[src/rtl/alu_pkg.sv]
// Shared opcode and FSM-state definitions for the handshaked ALU (alu_hs_seq).
package alu_pkg;

    typedef enum logic [2:0] {
        OP_ILL0 = 3'b000,
        OP_ADD  = 3'b001,
        OP_AND  = 3'b010,
        OP_OR   = 3'b011,
        OP_MUL  = 3'b100,
        OP_SUB  = 3'b101,
        OP_SLT  = 3'b110,
        OP_ILL7 = 3'b111
    } alu_op_e;

    typedef enum logic [1:0] {
        ST_IDLE = 2'd0,
        ST_BUSY = 2'd1,
        ST_DONE = 2'd2
    } alu_state_e;

    function automatic logic op_is_addsub(input logic [2:0] op);
        return (op == OP_ADD) || (op == OP_SUB);
    endfunction

endpackage

[src/rtl/alu_hs_seq_if.sv]
// Operand/result handshake bundle between operand fetch, the ALU and writeback.
interface alu_hs_seq_if #(
    parameter int WIDTH = 32
);
    logic             in_valid;
    logic             in_ready;
    logic [2:0]       in_op;
    logic [WIDTH-1:0] in_a;
    logic [WIDTH-1:0] in_b;
    logic             out_valid;
    logic             out_ready;
    logic [WIDTH-1:0] out_r;
    logic             out_z;
    logic             out_n;
    logic             out_c;
    logic             out_v;
    logic             out_err;

    modport slave (
        input  in_valid, in_op, in_a, in_b, out_ready,
        output in_ready, out_valid, out_r, out_z, out_n, out_c, out_v, out_err
    );

    modport master (
        output in_valid, in_op, in_a, in_b, out_ready,
        input  in_ready, out_valid, out_r, out_z, out_n, out_c, out_v, out_err
    );
endinterface

[src/rtl/alu_mul_iter.sv]
// Iterative shift-add multiplier: one partial-product step per cycle, WIDTH steps,
// low WIDTH bits of the product presented combinationally alongside done.
module alu_mul_iter #(
    parameter int WIDTH = 32
) (
    input  logic             clk,
    input  logic             rst,
    input  logic             start,
    input  logic [WIDTH-1:0] a,
    input  logic [WIDTH-1:0] b,
    output logic             done,
    output logic [WIDTH-1:0] product
);
    localparam int CNT_W = $clog2(WIDTH);

    logic             busy_reg;
    logic [CNT_W-1:0] cnt_reg;
    logic [WIDTH-1:0] acc_reg;
    logic [WIDTH-1:0] mcand_reg;
    logic [WIDTH-1:0] mplier_reg;
    logic [WIDTH-1:0] acc_next;

    assign acc_next = acc_reg + (mplier_reg[0] ? mcand_reg : '0);
    // done marks the cycle whose step is the last; the caller captures acc_next at that edge
    assign done     = busy_reg && (cnt_reg == CNT_W'(WIDTH - 1));
    assign product  = acc_next;

    always_ff @(posedge clk) begin
        if (rst) begin
            busy_reg   <= 1'b0;
            cnt_reg    <= '0;
            acc_reg    <= '0;
            mcand_reg  <= '0;
            mplier_reg <= '0;
        end else if (start) begin
            busy_reg   <= 1'b1;
            cnt_reg    <= '0;
            acc_reg    <= '0;
            mcand_reg  <= a;
            mplier_reg <= b;
        end else if (busy_reg) begin
            acc_reg    <= acc_next;
            mcand_reg  <= mcand_reg << 1;
            mplier_reg <= mplier_reg >> 1;
            cnt_reg    <= cnt_reg + 1'b1;
            if (done) begin
                busy_reg <= 1'b0;
            end
        end
    end

endmodule

[src/rtl/alu_hs_seq.sv]
// Registered handshaked ALU with Z/N/C/V/err flags. Define ALU_MUL_EN to build the
// iterative multiplier for opcode 100; otherwise that opcode reports an error.
module alu_hs_seq
    import alu_pkg::*;
#(
    parameter int WIDTH      = 32,
    parameter bit SLT_SIGNED = 1'b0
) (
    input  logic         clk,
    input  logic         rst,
    alu_hs_seq_if.slave  bus
);
`ifdef ALU_MUL_EN
    localparam bit MUL_EN = 1'b1;
`else
    localparam bit MUL_EN = 1'b0;
`endif

    alu_state_e       state_reg, state_next;
    logic             in_ready, accept, mul_start;
    logic             mul_done;
    logic [WIDTH-1:0] mul_product;

    logic [WIDTH-1:0] r_reg;
    logic             z_reg, n_reg, c_reg, v_reg, err_reg;

    logic             is_sub, slt_lt;
    logic [WIDTH-1:0] b_eff;
    logic [WIDTH:0]   sum;
    logic [WIDTH-1:0] res_r;
    logic             res_c, res_v, res_err;

    assign in_ready  = !rst && ((state_reg == ST_IDLE) ||
                                ((state_reg == ST_DONE) && bus.out_ready));
    assign accept    = bus.in_valid && in_ready;
    assign mul_start = accept && MUL_EN && (bus.in_op == OP_MUL);

    assign bus.in_ready  = in_ready;
    assign bus.out_valid = (state_reg == ST_DONE);
    assign bus.out_r     = r_reg;
    assign bus.out_z     = z_reg;
    assign bus.out_n     = n_reg;
    assign bus.out_c     = c_reg;
    assign bus.out_v     = v_reg;
    assign bus.out_err   = err_reg;

`ifdef ALU_MUL_EN
    alu_mul_iter #(.WIDTH(WIDTH)) u_mul (
        .clk     (clk),
        .rst     (rst),
        .start   (mul_start),
        .a       (bus.in_a),
        .b       (bus.in_b),
        .done    (mul_done),
        .product (mul_product)
    );
`else
    assign mul_done    = 1'b0;
    assign mul_product = '0;
`endif

    generate
        if (SLT_SIGNED) begin : g_slt_signed
            assign slt_lt = $signed(bus.in_a) < $signed(bus.in_b);
        end else begin : g_slt_unsigned
            assign slt_lt = bus.in_a < bus.in_b;
        end
    endgenerate

    // SUB is A + ~B + 1, so the carry-out is the "no borrow" flag directly
    assign is_sub = (bus.in_op == OP_SUB);
    assign b_eff  = is_sub ? ~bus.in_b : bus.in_b;
    assign sum    = {1'b0, bus.in_a} + {1'b0, b_eff} + {{WIDTH{1'b0}}, is_sub};

    always_comb begin
        res_r   = '0;
        res_c   = 1'b0;
        res_v   = 1'b0;
        res_err = 1'b0;
        case (alu_op_e'(bus.in_op))
            OP_ADD, OP_SUB: res_r = sum[WIDTH-1:0];
            OP_AND:         res_r = bus.in_a & bus.in_b;
            OP_OR:          res_r = bus.in_a | bus.in_b;
            OP_SLT:         res_r = {{(WIDTH-1){1'b0}}, slt_lt};
            OP_MUL:         res_err = !MUL_EN;
            default:        res_err = 1'b1;
        endcase
        if (op_is_addsub(bus.in_op)) begin
            res_c = sum[WIDTH];
            res_v = (bus.in_a[WIDTH-1] == b_eff[WIDTH-1]) &&
                    (sum[WIDTH-1] != bus.in_a[WIDTH-1]);
        end
    end

    always_comb begin
        state_next = state_reg;
        case (state_reg)
            ST_IDLE: begin
                if (accept) state_next = mul_start ? ST_BUSY : ST_DONE;
            end
            ST_BUSY: begin
                if (mul_done) state_next = ST_DONE;
            end
            ST_DONE: begin
                if (bus.out_ready) begin
                    if (accept) state_next = mul_start ? ST_BUSY : ST_DONE;
                    else        state_next = ST_IDLE;
                end
            end
            default: state_next = ST_IDLE;
        endcase
    end

    always_ff @(posedge clk) begin
        if (rst) begin
            state_reg <= ST_IDLE;
        end else begin
            state_reg <= state_next;
        end
    end

    always_ff @(posedge clk) begin
        if (rst) begin
            r_reg   <= '0;
            z_reg   <= 1'b0;
            n_reg   <= 1'b0;
            c_reg   <= 1'b0;
            v_reg   <= 1'b0;
            err_reg <= 1'b0;
        end else if (accept && !mul_start) begin
            r_reg   <= res_r;
            z_reg   <= (res_r == '0);
            n_reg   <= res_r[WIDTH-1];
            c_reg   <= res_c;
            v_reg   <= res_v;
            err_reg <= res_err;
        end else if ((state_reg == ST_BUSY) && mul_done) begin
            r_reg   <= mul_product;
            z_reg   <= (mul_product == '0);
            n_reg   <= mul_product[WIDTH-1];
            c_reg   <= 1'b0;
            v_reg   <= 1'b0;
            err_reg <= 1'b0;
        end
    end

endmodule

[src/flat_wrapper.sv]
// flat-port wrapper written by rule: the top's interface ports become plain ports
module alu_hs_seq_flat import alu_pkg::*;
#(
    parameter int WIDTH      = 32,
    parameter bit SLT_SIGNED = 1'b0
)
  (clk, rst, bus_in_valid, bus_in_op, bus_in_a, bus_in_b, bus_out_ready, bus_in_ready, bus_out_valid, bus_out_r, bus_out_z, bus_out_n, bus_out_c, bus_out_v, bus_out_err);
  alu_hs_seq_if #(.WIDTH(WIDTH)) bus_i ();
  input  logic clk;
  input  logic rst;
  input wire logic [$bits(bus_i.in_valid)-1:0] bus_in_valid;
  input wire logic [$bits(bus_i.in_op)-1:0] bus_in_op;
  input wire logic [$bits(bus_i.in_a)-1:0] bus_in_a;
  input wire logic [$bits(bus_i.in_b)-1:0] bus_in_b;
  input wire logic [$bits(bus_i.out_ready)-1:0] bus_out_ready;
  output wire logic [$bits(bus_i.in_ready)-1:0] bus_in_ready;
  output wire logic [$bits(bus_i.out_valid)-1:0] bus_out_valid;
  output wire logic [$bits(bus_i.out_r)-1:0] bus_out_r;
  output wire logic [$bits(bus_i.out_z)-1:0] bus_out_z;
  output wire logic [$bits(bus_i.out_n)-1:0] bus_out_n;
  output wire logic [$bits(bus_i.out_c)-1:0] bus_out_c;
  output wire logic [$bits(bus_i.out_v)-1:0] bus_out_v;
  output wire logic [$bits(bus_i.out_err)-1:0] bus_out_err;
  assign bus_i.in_valid = bus_in_valid;
  assign bus_i.in_op = bus_in_op;
  assign bus_i.in_a = bus_in_a;
  assign bus_i.in_b = bus_in_b;
  assign bus_i.out_ready = bus_out_ready;
  assign bus_in_ready = bus_i.in_ready;
  assign bus_out_valid = bus_i.out_valid;
  assign bus_out_r = bus_i.out_r;
  assign bus_out_z = bus_i.out_z;
  assign bus_out_n = bus_i.out_n;
  assign bus_out_c = bus_i.out_c;
  assign bus_out_v = bus_i.out_v;
  assign bus_out_err = bus_i.out_err;
  alu_hs_seq #(.WIDTH(WIDTH), .SLT_SIGNED(SLT_SIGNED)) u_core (.clk(clk), .rst(rst), .bus(bus_i));
endmodule
[config.mk]
export PLATFORM = sky130hd
export DESIGN_NAME = alu_hs_seq_flat
export DESIGN_NICKNAME = d
export VERILOG_FILES = /design/src/rtl/alu_pkg.sv /design/src/rtl/alu_hs_seq_if.sv /design/src/rtl/alu_mul_iter.sv /design/src/rtl/alu_hs_seq.sv /design/src/flat_wrapper.sv
export SDC_FILE = /design/constraint.sdc
export NUM_CORES = 1
export LEC_CHECK = 0
export ABC_CLOCK_PERIOD_IN_PS = 12700
export CAP_MARGIN = 20
export CORE_ASPECT_RATIO = 1.5
export CORE_MARGIN = 2
export CORE_UTILIZATION = 32
export DETAILED_ROUTE_END_ITERATION = 6
export SLEW_MARGIN = 10
export SYNTH_ARGS = -nofsm -noshare
export SYNTH_HDL_FRONTEND = slang
export SYNTH_HIERARCHICAL = 1
export SYNTH_SLANG_ARGS = --single-unit
[constraint.sdc]
create_clock -name clk -period 12.7 [get_ports clk]
set_clock_uncertainty 0.05 [all_clocks]
set_input_delay 2.54 -clock clk [delete_from_list [all_inputs] [get_ports clk]]
set_output_delay 2.54 -clock clk [all_outputs]
set_load 0.05 [all_outputs]
Word level (Yosys, flattened, before mapping) --
Cells that the tools add are included.
Storage, ports and cells: register bits after elaboration 39, input port bits 71, output and inout port bits 39, logic and storage cells 46
Cells by class: $add $sub $neg 2, order comparisons 1, equal/unequal tests 11, muxes and demuxes 9, bitwise operators 4, reduce and logical (&&, ||, !) cells 12
Operators by type and width (number):
- one-hot mux 32 bit (4 select lines) | 1
- adder 32 x 32 -> 33 bit | 1
- adder 33 x 1 -> 33 bit | 1
- AND 32 bit | 1
- zero test 32 bit | 1
- < comparator 32 bit | 1
- 2-to-1 mux 32 bit | 1
- NOT 32 bit | 1
- OR 32 bit | 1
- equality test 3 x 2 -> 1 bit, second input constant | 2
- equality test 3 bit, second input constant | 2
- 2-to-1 mux 2 bit | 3
- one-hot mux 2 bit (3 select lines) | 1
- OR reduction 5 bit | 1
- logical AND 1 bit | 4
- equality test 3 x 1 -> 1 bit, second input constant | 1
- 2-to-1 mux 1 bit | 3
- AND reduction 3 bit | 1
- equality test 2 x 1 -> 1 bit, second input constant | 1
- equality test 2 bit, second input constant | 1
- zero test 2 bit | 1
- logical OR 1 bit | 2
- inequality test 2 x 1 -> 1 bit, second input constant | 1
- inequality test 2 bit, second input constant | 1
- other kinds (5) | 5

Depth between registers and ports, before layout --
depth in word-level cells 8, mapped depth 19, mapped depth without buffers 15

Worst setup path before layout --
No wires, ideal clock.
kind input port to flip-flop, start input bus_in_op[0], end register u_core.z_reg, in the netlist u_core/bus.out_z, setup time 0.059 ns, data arrival time 6.496 ns, setup slack 6.094 ns, stages 19, buffers on the path 5, cells stage by stage buf_1 nor2b_1 clkbuf_8 clkbuf_8 nand2_1 buf_1 xnor2_1 ha_1 buf_6 a21oi_4 o21ai_2 a221o_1 o41ai_2 xor2_1 o22ai_1 a211o_1 nand4b_1 nor4_1 a41o_1
Between the ends: longest elaborated chain between the ends 6, elaborated cells on any way between the ends 11, those cells by class 2 x add/sub; 5 x eq/ne; 2 x mux; 2 x reduce/logical
RTL lines:
- start: declaration | line flat_wrapper.sv:12 | input wire logic [$bits(bus_i.in_op)-1:0] bus_in_op;
- equality test 3 bit | line alu_hs_seq.sv:71, alu_hs_seq.sv:80
- 2-to-1 mux 32 bit | line alu_hs_seq.sv:72 | assign b_eff = is_sub ? ~bus.in_b : bus.in_b;
- adder 32 x 32 -> 33 bit | line alu_hs_seq.sv:73 | assign sum = {1'b0, bus.in_a} + {1'b0, b_eff} + {{WIDTH{1'b0}}, is_sub};
- adder 33 x 1 -> 33 bit | line alu_hs_seq.sv:73
- one-hot mux 32 bit (4 select lines) * | line alu_hs_seq.sv:80 | case (alu_op_e'(bus.in_op))
- zero test 32 bit * | line alu_hs_seq.sv:132 | z_reg <= (res_r == '0);
- end signal: assignment | line alu_hs_seq.sv:132
- end signal: assignment | line alu_hs_seq.sv:139 | z_reg <= (mul_product == '0);
- end: declaration | line alu_hs_seq.sv:25 | logic z_reg, n_reg, c_reg, v_reg, err_reg;
Every way passes the cells marked *; elsewhere a longest branch is shown, timed or not. A chain may end at the register's enable or synchronous reset.

Final worst setup path --
start input bus_in_op[1], end register u_core.r_reg[30], in the netlist u_core/bus.out_r[30]
Between the ends: longest elaborated chain between the ends 5, elaborated cells on any way between the ends 10, those cells by class 2 x add/sub; 5 x eq/ne; 2 x mux; 1 x reduce/logical
RTL lines:
- equality test 3 bit | line alu_hs_seq.sv:71, alu_hs_seq.sv:80
- 2-to-1 mux 32 bit | line alu_hs_seq.sv:72
- adder 32 x 32 -> 33 bit | line alu_hs_seq.sv:73
- adder 33 x 1 -> 33 bit | line alu_hs_seq.sv:73
- one-hot mux 32 bit (4 select lines) * | line alu_hs_seq.sv:80
- end signal: assignment | line alu_hs_seq.sv:131 | r_reg <= res_r;
- end signal: assignment | line alu_hs_seq.sv:138 | r_reg <= mul_product;
- end: declaration | line alu_hs_seq.sv:24 | logic [WIDTH-1:0] r_reg;
Marks and branches as above.

==> impl_metrics.toml <==
[final_layout]
post_route_cells_drive_above_1_share_pct = 3.82
fillerInstances = 1924
mostFrequentLayoutCell = "ha_1"
largest_reg_flops = 32
final_area_um2 = 7450
areaGrowthSynthToFinish_pct = 23.0
layout_common_cells = "136 x ha_1, 108 x clkdlybuf4s50_1, 94 x inv_1"
finalNonFillerCells = 1117
antenna_diodes = 0
layout.nets = 1072

[critical_path]
timing.critical_path.mode_cell = "a31oi_1"
critical_setup_path_kind = "in2reg"
crit_path_start_kind = "input pin"
regToRegSetupSlack_ps = 10160
worst-endpoint-required_ps = 12780
worstPathCellList = "clkdlybuf4s50_1 -> nor2b_1 -> buf_4 -> nand2_2 -> xnor2_1 -> inv_1 -> fa_1 -> nand2b_1 -> a211o_2 -> a21bo_2 -> a31oi_1 -> a31oi_1 -> o311a_1 -> o21bai_1 -> xor2_1 -> a21oi_1 -> o21ai_0"
crit_start = "bus_in_op[1]"
regToRegStartpoint = "u_core/state_reg[1]"
cpMaxStageDelayCell = "clkdlybuf4s50_1"
critPathMaxStageDelay_ps = 600
critPathMaxFanout = 24
reg2reg_to = "u_core/bus.out_z"
critPathCaptureType = "flip-flop"
cp.arrival_ps = 7100
critical_path_depth = 17
number_of_cells_on_the_worst_reg_to_reg_path = 10
cp_top_family = "compound AO/OA/AOI/OAI gates"
crit_path_end = "u_core/bus.out_r[30]"
critical_path_buf_inv_count = 3

[yosys]
synth_flop_cell = "dfxtp_1"
yosys_register_bits = 37
synthesis.area_um2 = 6060
ys.warnings.count = 6
ys_types = 75
synth_edf_count = 0
syn_nets = 981
synth_cells = 773
synth_sequential_area_ratio_pct = 12.2
async_flop_share_pct = 0
postSynthAreaPerCell_um2 = 7.83

[floorplan]
ios = 110
die_x_um = 116
coreArea_um2 = 18500
die_area_um2 = 20100
row_count = 61
initial_core_util_pct = 32.7
floorplan.die.height_um = 172

[clock_network]
cts_num_sinks = 37
cts.path.max_buffers = 2
postCtsSetupRepairBufs = 0
cts.htree.levels = 2
worstSkewPairLatency_ps = 280
cts-buffers-inserted = 5
cts.root.buffer_cell = "clkbuf_16"
hold_buffers = 0
worst_setup_hold_path_clk_slew_ps = 60
cts.repair.resized = 0
cts_tree = "yes"

[grt]
antenna_violations_before_repair = 0
grt_remaining_overflow = 0
grt_start_max_net_pins = 59
grt_pass1_wl_um = 30700
grt_util_all_layers_pct = 19.6
grt_pass1_vias = 5893

[sta]
rsz_0062_raised_after_global_routing = "false"
tightestPinTransition_ps = 954
maximum_operating_frequency_ghz = 0.142
relSlewSlack_pct = 36.3
setup_tns_ps = 0
period_share_pct = 55.3
final.min_clock_period_ps = 7020
timing.final.hold_violations = 0
finalHoldWorstSlack_ps = 399
report.final.setup_viol = 0
worst_slack_ps = 5680
slew_violations = 0

[place]
placement.setup.worst_slack_ps = 5390
place.port_buffers = 109
hpwlAfterDp_um = 16100
finalWeightedCongestion = 0.950
detailed_place.area_um2 = 7270
placed_cells = 1109

[flow_run]
drv.max_cap_violation_count = 0

[pwr]
p_sw_share_pct = 41.2
p_per_area_nw_per_um2 = 78.4
clockPowerShare_pct = 25.2
logic_gate_share_of_total_power_pct = 53.0
ir_drop_uv = 39.3
seq_power_share_pct = 21.8
cellInternalPower_uw = 343
cellLeakagePower_uw = 0.00334
total_switching_power_uw = 240

[routing]
routed_via_density = 5.28
avgRoutedWirePerCell_um = 17.6
detailedRoute.firstPassIterationCount = 5
drc = 0
drt-total-wl_um = 19700
first_iter_violations = 360
wl_met3_um = 747
drt.antenna.violating_nets = 0
met2_wire_length_um = 10300
routed-via-count = 5900
top_layer_used = "met4"
drt-met1-wl_um = 7740

[hold_path]
hold_class = "reg2reg"

[status]
status = "completed"
[power by group through the flow]
stage | Sequential (uW) | Combinational (uW) | Clock [uW]
global route | 128 | 339 | 152
detailed placement | 130 | 305 | 0
global placement | 130 | 305 | 0
finish | 127 | 309 | 147
CTS | 127 | 307 | 147
floorplan | 151 | 185 | 0
[per-layer routing]
layer | GRT usage [%] | up-vias
met5 | 0 | -
met4 | 8.75 | 0
met3 | 1.44 | 51
met2 | 37.0 | 184
met1 | 22.0 | 2749
li1 | - | 2916
[tightest hold or removal path: stages, from the launching register on]
cell	delay, ps
dfxtp_1	320
nand2_1	40
o21ai_0	50
[kinds of logic (layout without fill, tap and decap cells)]
logic type      Yosys count  count (layout)  share of synthesized area [%]
fa+ha+maj               137             137                           28.4
flops                    37              37                           12.2
simple gates            183             183                           15.0
buf+inv                 125             217                           9.67
mux                       6               6                          0.992
compound gates          230             230                           25.7
xor+xnor                 55              55                           7.95
[worst min path at each step]
stage	start	end	slack [ps]	cells after the start
floorplan	u_core/bus.out_c	u_core/bus.out_c	620	2
global placement	u_core/bus.out_r[13]	u_core/bus.out_r[13]	380	1
detailed placement	u_core/bus.out_r[13]	u_core/bus.out_r[13]	390	1
CTS	u_core/bus.out_r[7]	u_core/bus.out_r[7]	400	2
global route	u_core/bus.out_r[26]	u_core/bus.out_r[26]	410	2
finish	u_core/bus.out_r[28]	u_core/bus.out_r[28]	400	2
[layout make-up]
type	instances	area (um^2)	share of cell area [%]
Clock inverter	1	30.0	0.403
Inverter	94	353	4.74
Clock buffer	7	143	1.92
Timing Repair Buffer	115	1130	15.2
Sequential cell	37	741	9.95
Tap cell	252	315	4.23
Multi-Input combinational cell	611	4730	63.6
[cell usage after synthesis, drive strengths merged, types with 9 or more instances]
| library cell | count | share of area, % |
|---|---|---|
| a211oi | 12 | 1.5 |
| a21o | 10 | 1.2 |
| a21oi | 55 | 4.9 |
| a22o | 18 | 2.6 |
| buf | 11 | 1.3 |
| clkbuf | 20 | 2.6 |
| dfxtp | 37 | 12 |
| ha | 136 | 28 |
| inv | 94 | 5.8 |
| nand2 | 63 | 3.9 |
| nand3 | 9 | 0.74 |
| nand4 | 12 | 1.2 |
| nor2 | 38 | 2.4 |
| nor3 | 9 | 0.74 |
| o211ai | 10 | 1.2 |
| o21ai | 48 | 4.0 |
| o22ai | 15 | 1.5 |
| xnor2 | 41 | 5.9 |
| xor2 | 14 | 2.0 |
[through the flow]
| step | util, % | total power (uW) |
|---|---|---|
| detailed placement | 39.2 | 434 |
| floorplan | - | 336 |
| global placement | 39.2 | 435 |
| global route | 40.2 | 618 |
| finish | 40.2 | 584 |
| CTS | 40.2 | 581 |
(Power assumes the default switching activity.)
